## src/rtl/multdiv_pkg.sv

```systemverilog
`default_nettype none
// ============================================================================
// Module      : multdiv_pkg
// Description : Shared definitions for the execute-stage multiply/divide unit:
//               FSM state encoding, iteration counts and the most negative
//               operand value. The optional macro MULTDIV_BOOTH_EN selects
//               radix-4 Booth multiplication, which halves the multiply
//               iteration count.
// Revision    : 1.0 - initial release
// ============================================================================
package multdiv_pkg;

    // Datapath width the unit is built and verified at
    localparam int MD_WIDTH = 32;

    // FSM state encoding
    localparam logic [1:0] ST_IDLE = 2'd0;
    localparam logic [1:0] ST_MULT = 2'd1;
    localparam logic [1:0] ST_DIV  = 2'd2;
    localparam logic [1:0] ST_DONE = 2'd3;

    // Number of multiply iterations for a given operand width
    function automatic int mult_iters(input int width);
`ifdef MULTDIV_BOOTH_EN
        return width / 2;
`else
        return width;
`endif
    endfunction

    localparam int ITER_MULT = mult_iters(MD_WIDTH);
    localparam int ITER_DIV  = MD_WIDTH;

    localparam logic [MD_WIDTH-1:0] INT_MIN = {1'b1, {(MD_WIDTH-1){1'b0}}};

endpackage : multdiv_pkg
`default_nettype wire

```

## src/rtl/multdiv_counter.sv

```systemverilog
`default_nettype none
// ============================================================================
// Module      : multdiv_counter
// Description : Iteration counter for the multiply/divide unit. Cleared by
//               i_load, advances while i_en is high, and flags o_last while
//               the count equals i_limit-1 (the final iteration).
// Ports       : clk      - rising-edge clock
//               rst_n    - asynchronous active-low clear
//               i_load   - restart the count at zero
//               i_en     - advance the count by one
//               i_limit  - number of iterations of the running operation
//               o_last   - current iteration is the final one
// Revision    : 1.0 - initial release
// ============================================================================
module multdiv_counter #(
    parameter int CNT_W = 6
) (
    input  logic             clk,
    input  logic             rst_n,
    input  logic             i_load,
    input  logic             i_en,
    input  logic [CNT_W-1:0] i_limit,
    output logic             o_last
);

    logic [CNT_W-1:0] r_count;

    always_ff @(posedge clk or negedge rst_n) begin
        if (!rst_n) begin
            r_count <= '0;
        end else if (i_load) begin
            r_count <= '0;
        end else if (i_en) begin
            r_count <= r_count + 1'b1;
        end
    end

    assign o_last = (r_count == (i_limit - 1'b1));

endmodule : multdiv_counter
`default_nettype wire

```

## src/rtl/execute_multdiv.sv

```systemverilog
`default_nettype none
// ============================================================================
// Module      : execute_multdiv
// Description : Iterative signed multiply/divide unit for the X stage.
//               A start pulse in IDLE captures the D/X operands; the unit
//               then iterates one multiplier bit (or one quotient bit) per
//               clock, raises data_resultRDY for one cycle in DONE and
//               returns to IDLE. busy stalls the upstream latches while the
//               unit iterates.
//               Multiply: radix-2 shift-add by default; radix-4 Booth when
//               MULTDIV_BOOTH_EN is defined (half the iterations, same
//               results).
//               Divide  : restoring division on magnitudes, quotient
//               truncated toward zero, remainder discarded.
// Ports       : clock          - rising-edge clock
//               reset          - asynchronous active-low reset
//               data_operandA  - multiplicand / dividend
//               data_operandB  - multiplier / divisor
//               ctrl_MULT      - start pulse, signed multiply (wins a tie)
//               ctrl_DIV       - start pulse, signed divide
//               data_result    - product low word / quotient
//               data_exception - multiply overflow, divide-by-zero or
//                                INT_MIN / -1
//               data_resultRDY - one-cycle result-valid pulse
//               busy           - unit is iterating
// Revision    : 1.0 - initial release
// ============================================================================
module execute_multdiv
    import multdiv_pkg::*;
#(
    parameter int WIDTH = 32,
    parameter int CNT_W = 6
) (
    input  logic             clock,
    input  logic             reset,
    input  logic [WIDTH-1:0] data_operandA,
    input  logic [WIDTH-1:0] data_operandB,
    input  logic             ctrl_MULT,
    input  logic             ctrl_DIV,
    output logic [WIDTH-1:0] data_result,
    output logic             data_exception,
    output logic             data_resultRDY,
    output logic             busy
);

    localparam int               PROD_W     = 2 * WIDTH;
    localparam logic [CNT_W-1:0] c_lim_mult = CNT_W'(mult_iters(WIDTH));
    localparam logic [CNT_W-1:0] c_lim_div  = CNT_W'(WIDTH);
    localparam logic [WIDTH-1:0] c_int_min  = {1'b1, {(WIDTH-1){1'b0}}};
    localparam logic [WIDTH-1:0] c_neg_one  = '1;

    // ------------------------------------------------------------------
    // State and datapath registers
    // ------------------------------------------------------------------
    logic [1:0]        r_state;
    logic [PROD_W-1:0] r_acc;       // running product
    logic [PROD_W-1:0] r_mcand;     // sign-extended multiplicand, shifted up
`ifdef MULTDIV_BOOTH_EN
    logic [WIDTH:0]    r_mplier;    // multiplier with a zero appended below bit 0
`else
    logic [WIDTH-1:0]  r_mplier;
`endif
    logic [WIDTH-1:0]  r_rem;       // partial remainder
    logic [WIDTH-1:0]  r_quo;       // dividend bits shifted out, quotient bits shifted in
    logic [WIDTH-1:0]  r_divisor;   // divisor magnitude
    logic              r_neg_q;     // quotient must be negated on completion
    logic              r_div_ovf;   // INT_MIN / -1 captured
    logic [WIDTH-1:0]  r_result;
    logic              r_exception;

    // ------------------------------------------------------------------
    // Control
    // ------------------------------------------------------------------
    logic             w_start;
    logic             w_cnt_last;
    logic [CNT_W-1:0] w_limit;

    assign w_start = (r_state == ST_IDLE) && (ctrl_MULT || ctrl_DIV);
    assign busy    = (r_state == ST_MULT) || (r_state == ST_DIV);
    assign w_limit = (r_state == ST_MULT) ? c_lim_mult : c_lim_div;

    multdiv_counter #(
        .CNT_W (CNT_W)
    ) u_counter (
        .clk     (clock),
        .rst_n   (reset),
        .i_load  (w_start),
        .i_en    (busy),
        .i_limit (w_limit),
        .o_last  (w_cnt_last)
    );

    // ------------------------------------------------------------------
    // Multiply step
    // ------------------------------------------------------------------
    logic [PROD_W-1:0] w_addend;
    logic [PROD_W-1:0] w_acc_next;
    logic [PROD_W-1:0] w_mcand_next;
    logic [WIDTH:0]    w_prod_hi;
    logic              w_mul_ovf;
`ifdef MULTDIV_BOOTH_EN
    logic [WIDTH:0]    w_mplier_next;
    logic [WIDTH:0]    w_mplier_init;

    assign w_mplier_init = {data_operandB, 1'b0};

    // Radix-4 Booth digit from the overlapping 3-bit window
    always_comb begin
        w_addend = '0;
        case (r_mplier[2:0])
            3'b001, 3'b010: w_addend = r_mcand;
            3'b011:         w_addend = {r_mcand[PROD_W-2:0], 1'b0};
            3'b100:         w_addend = -{r_mcand[PROD_W-2:0], 1'b0};
            3'b101, 3'b110: w_addend = -r_mcand;
            default:        w_addend = '0;
        endcase
    end

    assign w_mcand_next  = {r_mcand[PROD_W-3:0], 2'b00};
    assign w_mplier_next = {{2{r_mplier[WIDTH]}}, r_mplier[WIDTH:2]};
`else
    logic [WIDTH-1:0]  w_mplier_next;
    logic [WIDTH-1:0]  w_mplier_init;

    assign w_mplier_init = data_operandB;

    // The multiplier sign bit carries weight -2^(WIDTH-1), so the partial
    // product of the final iteration is subtracted rather than added.
    always_comb begin
        w_addend = '0;
        if (r_mplier[0]) begin
            w_addend = w_cnt_last ? -r_mcand : r_mcand;
        end
    end

    assign w_mcand_next  = {r_mcand[PROD_W-2:0], 1'b0};
    assign w_mplier_next = {1'b0, r_mplier[WIDTH-1:1]};
`endif

    assign w_acc_next = r_acc + w_addend;
    // Product fits in WIDTH signed bits only if the upper half plus the
    // low-word sign bit are all copies of one value.
    assign w_prod_hi  = w_acc_next[PROD_W-1:WIDTH-1];
    assign w_mul_ovf  = !((&w_prod_hi) || !(|w_prod_hi));

    // ------------------------------------------------------------------
    // Divide step (restoring, on magnitudes)
    // ------------------------------------------------------------------
    logic [WIDTH-1:0] w_abs_a;
    logic [WIDTH-1:0] w_abs_b;
    logic [WIDTH:0]   w_rem_shift;
    logic [WIDTH:0]   w_rem_diff;
    logic             w_q_bit;
    logic [WIDTH-1:0] w_rem_next;
    logic [WIDTH-1:0] w_quo_next;
    logic [WIDTH-1:0] w_quo_signed;

    // INT_MIN negates to itself, which is its correct unsigned magnitude
    assign w_abs_a = data_operandA[WIDTH-1] ? -data_operandA : data_operandA;
    assign w_abs_b = data_operandB[WIDTH-1] ? -data_operandB : data_operandB;

    assign w_rem_shift  = {r_rem, r_quo[WIDTH-1]};
    assign w_rem_diff   = w_rem_shift - {1'b0, r_divisor};
    // No borrow out of the subtraction means the divisor fits
    assign w_q_bit      = !w_rem_diff[WIDTH];
    assign w_rem_next   = w_q_bit ? w_rem_diff[WIDTH-1:0] : w_rem_shift[WIDTH-1:0];
    assign w_quo_next   = {r_quo[WIDTH-2:0], w_q_bit};
    assign w_quo_signed = r_neg_q ? -w_quo_next : w_quo_next;

    // ------------------------------------------------------------------
    // FSM and datapath update
    // ------------------------------------------------------------------
    always_ff @(posedge clock or negedge reset) begin
        if (!reset) begin
            r_state     <= ST_IDLE;
            r_acc       <= '0;
            r_mcand     <= '0;
            r_mplier    <= '0;
            r_rem       <= '0;
            r_quo       <= '0;
            r_divisor   <= '0;
            r_neg_q     <= 1'b0;
            r_div_ovf   <= 1'b0;
            r_result    <= '0;
            r_exception <= 1'b0;
        end else begin
            case (r_state)
                ST_IDLE: begin
                    if (ctrl_MULT) begin
                        r_state  <= ST_MULT;
                        r_acc    <= '0;
                        r_mcand  <= {{WIDTH{data_operandA[WIDTH-1]}}, data_operandA};
                        r_mplier <= w_mplier_init;
                    end else if (ctrl_DIV) begin
                        r_rem     <= '0;
                        r_quo     <= w_abs_a;
                        r_divisor <= w_abs_b;
                        r_neg_q   <= data_operandA[WIDTH-1] ^ data_operandB[WIDTH-1];
                        r_div_ovf <= (data_operandA == c_int_min) &&
                                     (data_operandB == c_neg_one);
                        if (data_operandB == '0) begin
                            // Divide by zero: no iteration, flag it at once
                            r_state     <= ST_DONE;
                            r_result    <= '0;
                            r_exception <= 1'b1;
                        end else begin
                            r_state <= ST_DIV;
                        end
                    end
                end

                ST_MULT: begin
                    r_acc    <= w_acc_next;
                    r_mcand  <= w_mcand_next;
                    r_mplier <= w_mplier_next;
                    if (w_cnt_last) begin
                        r_state     <= ST_DONE;
                        r_result    <= w_acc_next[WIDTH-1:0];
                        r_exception <= w_mul_ovf;
                    end
                end

                ST_DIV: begin
                    r_rem <= w_rem_next;
                    r_quo <= w_quo_next;
                    if (w_cnt_last) begin
                        r_state     <= ST_DONE;
                        r_result    <= w_quo_signed;
                        r_exception <= r_div_ovf;
                    end
                end

                ST_DONE: begin
                    r_state <= ST_IDLE;
                end

                default: begin
                    r_state <= ST_IDLE;
                end
            endcase
        end
    end

    assign data_result    = r_result;
    assign data_exception = r_exception;
    assign data_resultRDY = (r_state == ST_DONE);

endmodule : execute_multdiv
`default_nettype wire

```

## config.mk

```make
export PLATFORM = sky130hd
export DESIGN_NAME = execute_multdiv
export DESIGN_NICKNAME = d
export VERILOG_FILES = /design/src/rtl/multdiv_pkg.sv /design/src/rtl/multdiv_counter.sv /design/src/rtl/execute_multdiv.sv
export SDC_FILE = /design/constraint.sdc
export NUM_CORES = 1
export LEC_CHECK = 0
export CAP_MARGIN = 20
export CORE_ASPECT_RATIO = 1.2
export CORE_MARGIN = 2
export CORE_UTILIZATION = 45
export DETAILED_ROUTE_END_ITERATION = 10
export PLACE_DENSITY = 0.59
export REMOVE_ABC_BUFFERS = 1
export SLEW_MARGIN = 20
export SYNTH_ARGS = -nofsm -noshare
export SYNTH_HDL_FRONTEND = slang
export SYNTH_SLANG_ARGS = --single-unit
```

## constraint.sdc

```tcl
create_clock -name clock -period 7.5 [get_ports clock]
set_input_delay 1.5 -clock clock [delete_from_list [all_inputs] [get_ports clock]]
set_output_delay 1.5 -clock clock [all_outputs]
set_load 0.05 [all_outputs]
```

==> flow_metrics.env <==
export IMPL_nNetsFinal=2952
export IMPL_start_util=0.4564
export IMPL_drive_above_1_share=0.06605
export IMPL_synth_area_sq_um=21960
export IMPL_drt_pass1_iter_count=5
export IMPL_grt_overflow_total=0
export IMPL_hp_class="flop to flop"
export IMPL_place_gp_congestion=0.9021
export IMPL_crit_required_ps=7910
export IMPL_vias=20030
export IMPL_numCtsBuffers=36
export IMPL_via_per_inst=5.837
export IMPL_avgSynthCellArea_sq_um=8.068
export IMPL_startpoint_type="flop"
export IMPL_antenna_found_initial=1
export IMPL_synthCells=2722
export IMPL_grt_usage=0.2722
export IMPL_port_buffers=102
export IMPL_ant_nets=0
export IMPL_relSlewSlack=0.2414
export IMPL_max_cap_violations=0
export IMPL_die_w_um=205.7
export IMPL_cpPeakStageDelay_ps=560
export IMPL_core_sq_um=48120
export IMPL_drc=0
export IMPL_grt_pass1_wl_um=108800
export IMPL_cts_max_level=2
export IMPL_post_drt_wl_per_cell_um=19.83
export IMPL_async_flop_share=1.000
export IMPL_ys_ff_latch=299
export IMPL_place_ws_ps=103.1
export IMPL_synth_top_area_share=0.3407
export IMPL_area_delta_synth_final_pct=13.95
export IMPL_crit_path_max_fanout=6
export IMPL_fin_tns_setup_ps=0
export IMPL_clock_tree_buffer_depth=3
export IMPL_status="finished clean"
export IMPL_skew_ps=17.26
export IMPL_path_cells="or3_4 -> or4_1 -> nor2_2 -> nand3_2 -> or4_1 -> nor3b_1 -> buf_4 -> a21oi_1 -> xor2_1 -> and2_1 -> ha_1 -> nand4_2 -> or4_1 -> or3_1 -> nor3_2 -> nor3b_1 -> xor2_1 -> or4_1 -> nor4_2 -> nand3_1 -> or4_1 -> or4_1 -> a31oi_2 -> o21ai_1"
export IMPL_synth_distinct_cells=80
export IMPL_finalWirelength_um=68040
export IMPL_yosysSeqAreaShare=0.3407
export IMPL_grt_max_degree=106
export IMPL_postPlaceCellArea_sq_um=23710
export IMPL_cp_slowest_cell="or4_1"
export IMPL_synth_edf_count=0
export IMPL_synth_area_top_cells="dfrtp_1, o21ai_0, nand2_1, ha_1, a21oi_1"
export IMPL_holdBufCountCts=0
export IMPL_post_route_period_util=0.9517
export IMPL_peakVddDrop_mv=0.2799
export IMPL_tightest_slew_ps=1138
export IMPL_period_needed_ps=7138
export IMPL_grt_setup_unrepaired="no"
export IMPL_first_global_vias=19980
export IMPL_critPathBufInv=1
export IMPL_powerDensity_nw_per_um2=445.3
export IMPL_worstPathArrival_ps=7550
export IMPL_final_setup_viol_count=0
export IMPL_design_die_area_sq_um=50590
export IMPL_synth_flop_cell="dfrtp_1"
export IMPL_max_freq_ghz=0.1401
export IMPL_io_pins=103
export IMPL_critPathCaptureType="flop"
export IMPL_cts_tree="yes"
export IMPL_total_power_mw=11.14
export IMPL_cts_root_buf="clkbuf_16"
export IMPL_clk_pin_slew_ps=60
export IMPL_hold_viol=0
export IMPL_crit_family="simple AND/OR/NAND/NOR gates"
export IMPL_dp_hpwl_um=50760
export IMPL_crit_type="flop to flop"
export IMPL_clock_latency_ps=560
export IMPL_clock_sinks=299
export IMPL_die_y_um=246.0
export IMPL_crit_path_frequent_cell="or4_1"
export IMPL_slew_viol_final=0
export IMPL_drt_iter0_drc=1068
export IMPL_fin_ws_ps=362.3
export IMPL_stdcell_area_sq_um=25020
export IMPL_yosysWarnings=0
export IMPL_yosysTopAreaCell="dfrtp_1"
export IMPL_leakage_nw=10.71
export IMPL_row_count=88
final cells by class:
cell class | instances | area, sq um
Fill cell | 4628 | 23090
Tap cell | 630 | 788.3
Timing Repair Buffer | 169 | 1574
Clock inverter | 11 | 98.84
Multi-Input combinational cell | 2201 | 13770
Clock buffer | 51 | 1049
Sequential cell | 299 | 7483
Inverter | 70 | 262.8
Antenna cell | 1 | 2.502
timing repair:
item | in CTS | in global routing
endpoints found under the setup margin | 0 | 1
buffers inserted | 0 | 3
resized for setup | 0 | 28
final timing paths:
| kind | endpoint | cells past startpoint | start | slack [ps] |
|---|---|---|---|---|
| min | data_result[12]$_DFFE_PN0P_ | 2 | data_result[12]$_DFFE_PN0P_ | 470 |
| min reg2reg | data_result[12]$_DFFE_PN0P_ | 2 | data_result[12]$_DFFE_PN0P_ | 470 |
| max reg2reg | data_exception$_DFFE_PN0P_ | 24 | r_mcand[13]$_DFFE_PN0P_ | 360 |
| max in group asynchronous | r_divisor[15]$_DFFE_PN0P_ | 2 | reset | 5160 |
| min in group asynchronous | r_mcand[31]$_DFFE_PN0P_ | 1 | reset | 920 |
| max | data_exception$_DFFE_PN0P_ | 24 | r_mcand[13]$_DFFE_PN0P_ | 360 |
synth_stat cells, types with 12 or more instances:
cell type,number
a211oi_1,13
a21boi_0,12
a21o_1,24
a21oi_1,221
a22o_1,27
a31oi_1,13
and2_1,64
buf_1,14
buf_2,15
clkbuf_1,118
dfrtp_1,299
ha_1,105
inv_1,69
mux2i_1,70
nand2_1,442
nand2b_1,21
nand3_1,49
nand4_1,37
nor2_1,152
nor2b_1,17
nor3_1,34
nor4_1,21
o21ai_0,354
o21ai_1,13
o21bai_1,16
o31ai_1,46
o41ai_1,26
or3_1,32
or4_1,28
xnor2_1,107
xor2_1,121
worst reg2reg max path: stages (launching register included):
cell and delay (ps):
dfrtp_2 440, or3_4 410, or4_1 450, nor2_2 140, nand3_2 130, or4_1 460, nor3b_1 230, buf_4 180
a21oi_1 80, xor2_1 180, and2_1 190, ha_1 390, nand4_2 180, or4_1 560, or3_1 380, nor3_2 210
nor3b_1 130, xor2_1 190, or4_1 510, nor4_2 240, nand3_1 100, or4_1 530, or4_1 430, a31oi_2 190
o21ai_1 70
flip-flops by register name (all words and copies together), names as in the netlist, 6 cells and up:
signal             cells
r_rem                 32
r_divisor             32
r_acc                 64
u_counter.r_count      6
r_mcand               64
data_result           32
r_mplier              32
r_quo                 32
metrics by stage:
stage	hold slack, ps	cells	util
final	471.8	3432	0.5201
after global placement	455.9	3365	0.4927
after CTS	473.3	3427	0.5166
after detailed placement	460.6	3365	0.4927
after floorplan	443.6	2570	-
after global routing	505.9	3431	0.5200
report_power, final:
group          switching (mW)  total, mW  internal, mW
logic                    4.03       6.39          2.37
registers               0.691       3.00          2.31
clock network           0.742       1.75          1.01
layout by cell type, fill, tap and decap left out, types with 10 or more instances in the layout:
cell type	Yosys	final
o31ai_1	46	46
o21ai_0	354	350
o21a_1	11	11
clkbuf_16	0	37
a21o_1	24	24
or3_1	32	31
a21oi_1	221	221
or4_1	28	28
nor2b_1	17	16
nor2_1	152	149
xnor2_1	107	107
nor4_1	21	19
o211ai_1	11	11
dfrtp_1	299	298
a21boi_0	12	12
a22o_1	27	27
buf_4	4	64
inv_1	69	69
ha_1	105	99
o21ai_1	13	14
nand3_1	49	47
nand2b_1	21	21
nand2_1	442	441
and2_1	64	64
nand4_1	37	37
mux2i_1	70	70
a211oi_1	13	13
o41ai_1	26	25
nor3_1	34	33
clkdlybuf4s50_1	0	101
o21bai_1	16	16
o221ai_1	10	10
xor2_1	121	120
a31oi_1	13	12
routing by layer:
metal | vias to the layer above | global-route usage | wire (um)
met2 | 444 | 0.4919 | 34510
met5 | - | 0 | 11
met4 | 2 | 0.1322 | 3400
li1 | 9812 | - | -
met3 | 163 | 0.03294 | 2494
met1 | 9611 | 0.3165 | 27630
logic make-up (layout without fill, tap and decap cells):
| logic type | count (synthesis) | after routing | synth area share |
|---|---|---|---|
| muxes | 71 | 71 | 0.03242 |
| xor gates and xnor gates | 229 | 229 | 0.09201 |
| DFF | 299 | 299 | 0.3407 |
| buffers and inverters | 222 | 301 | 0.03954 |
| and+or+nand+nor | 951 | 951 | 0.2064 |
| other | 0 | 1 | 0 |
| AOI/OAI and AO/OA | 843 | 843 | 0.2273 |
| adders and majority gates | 107 | 107 | 0.06165 |
No activity file was read; power rests on OpenSTA's default activity.
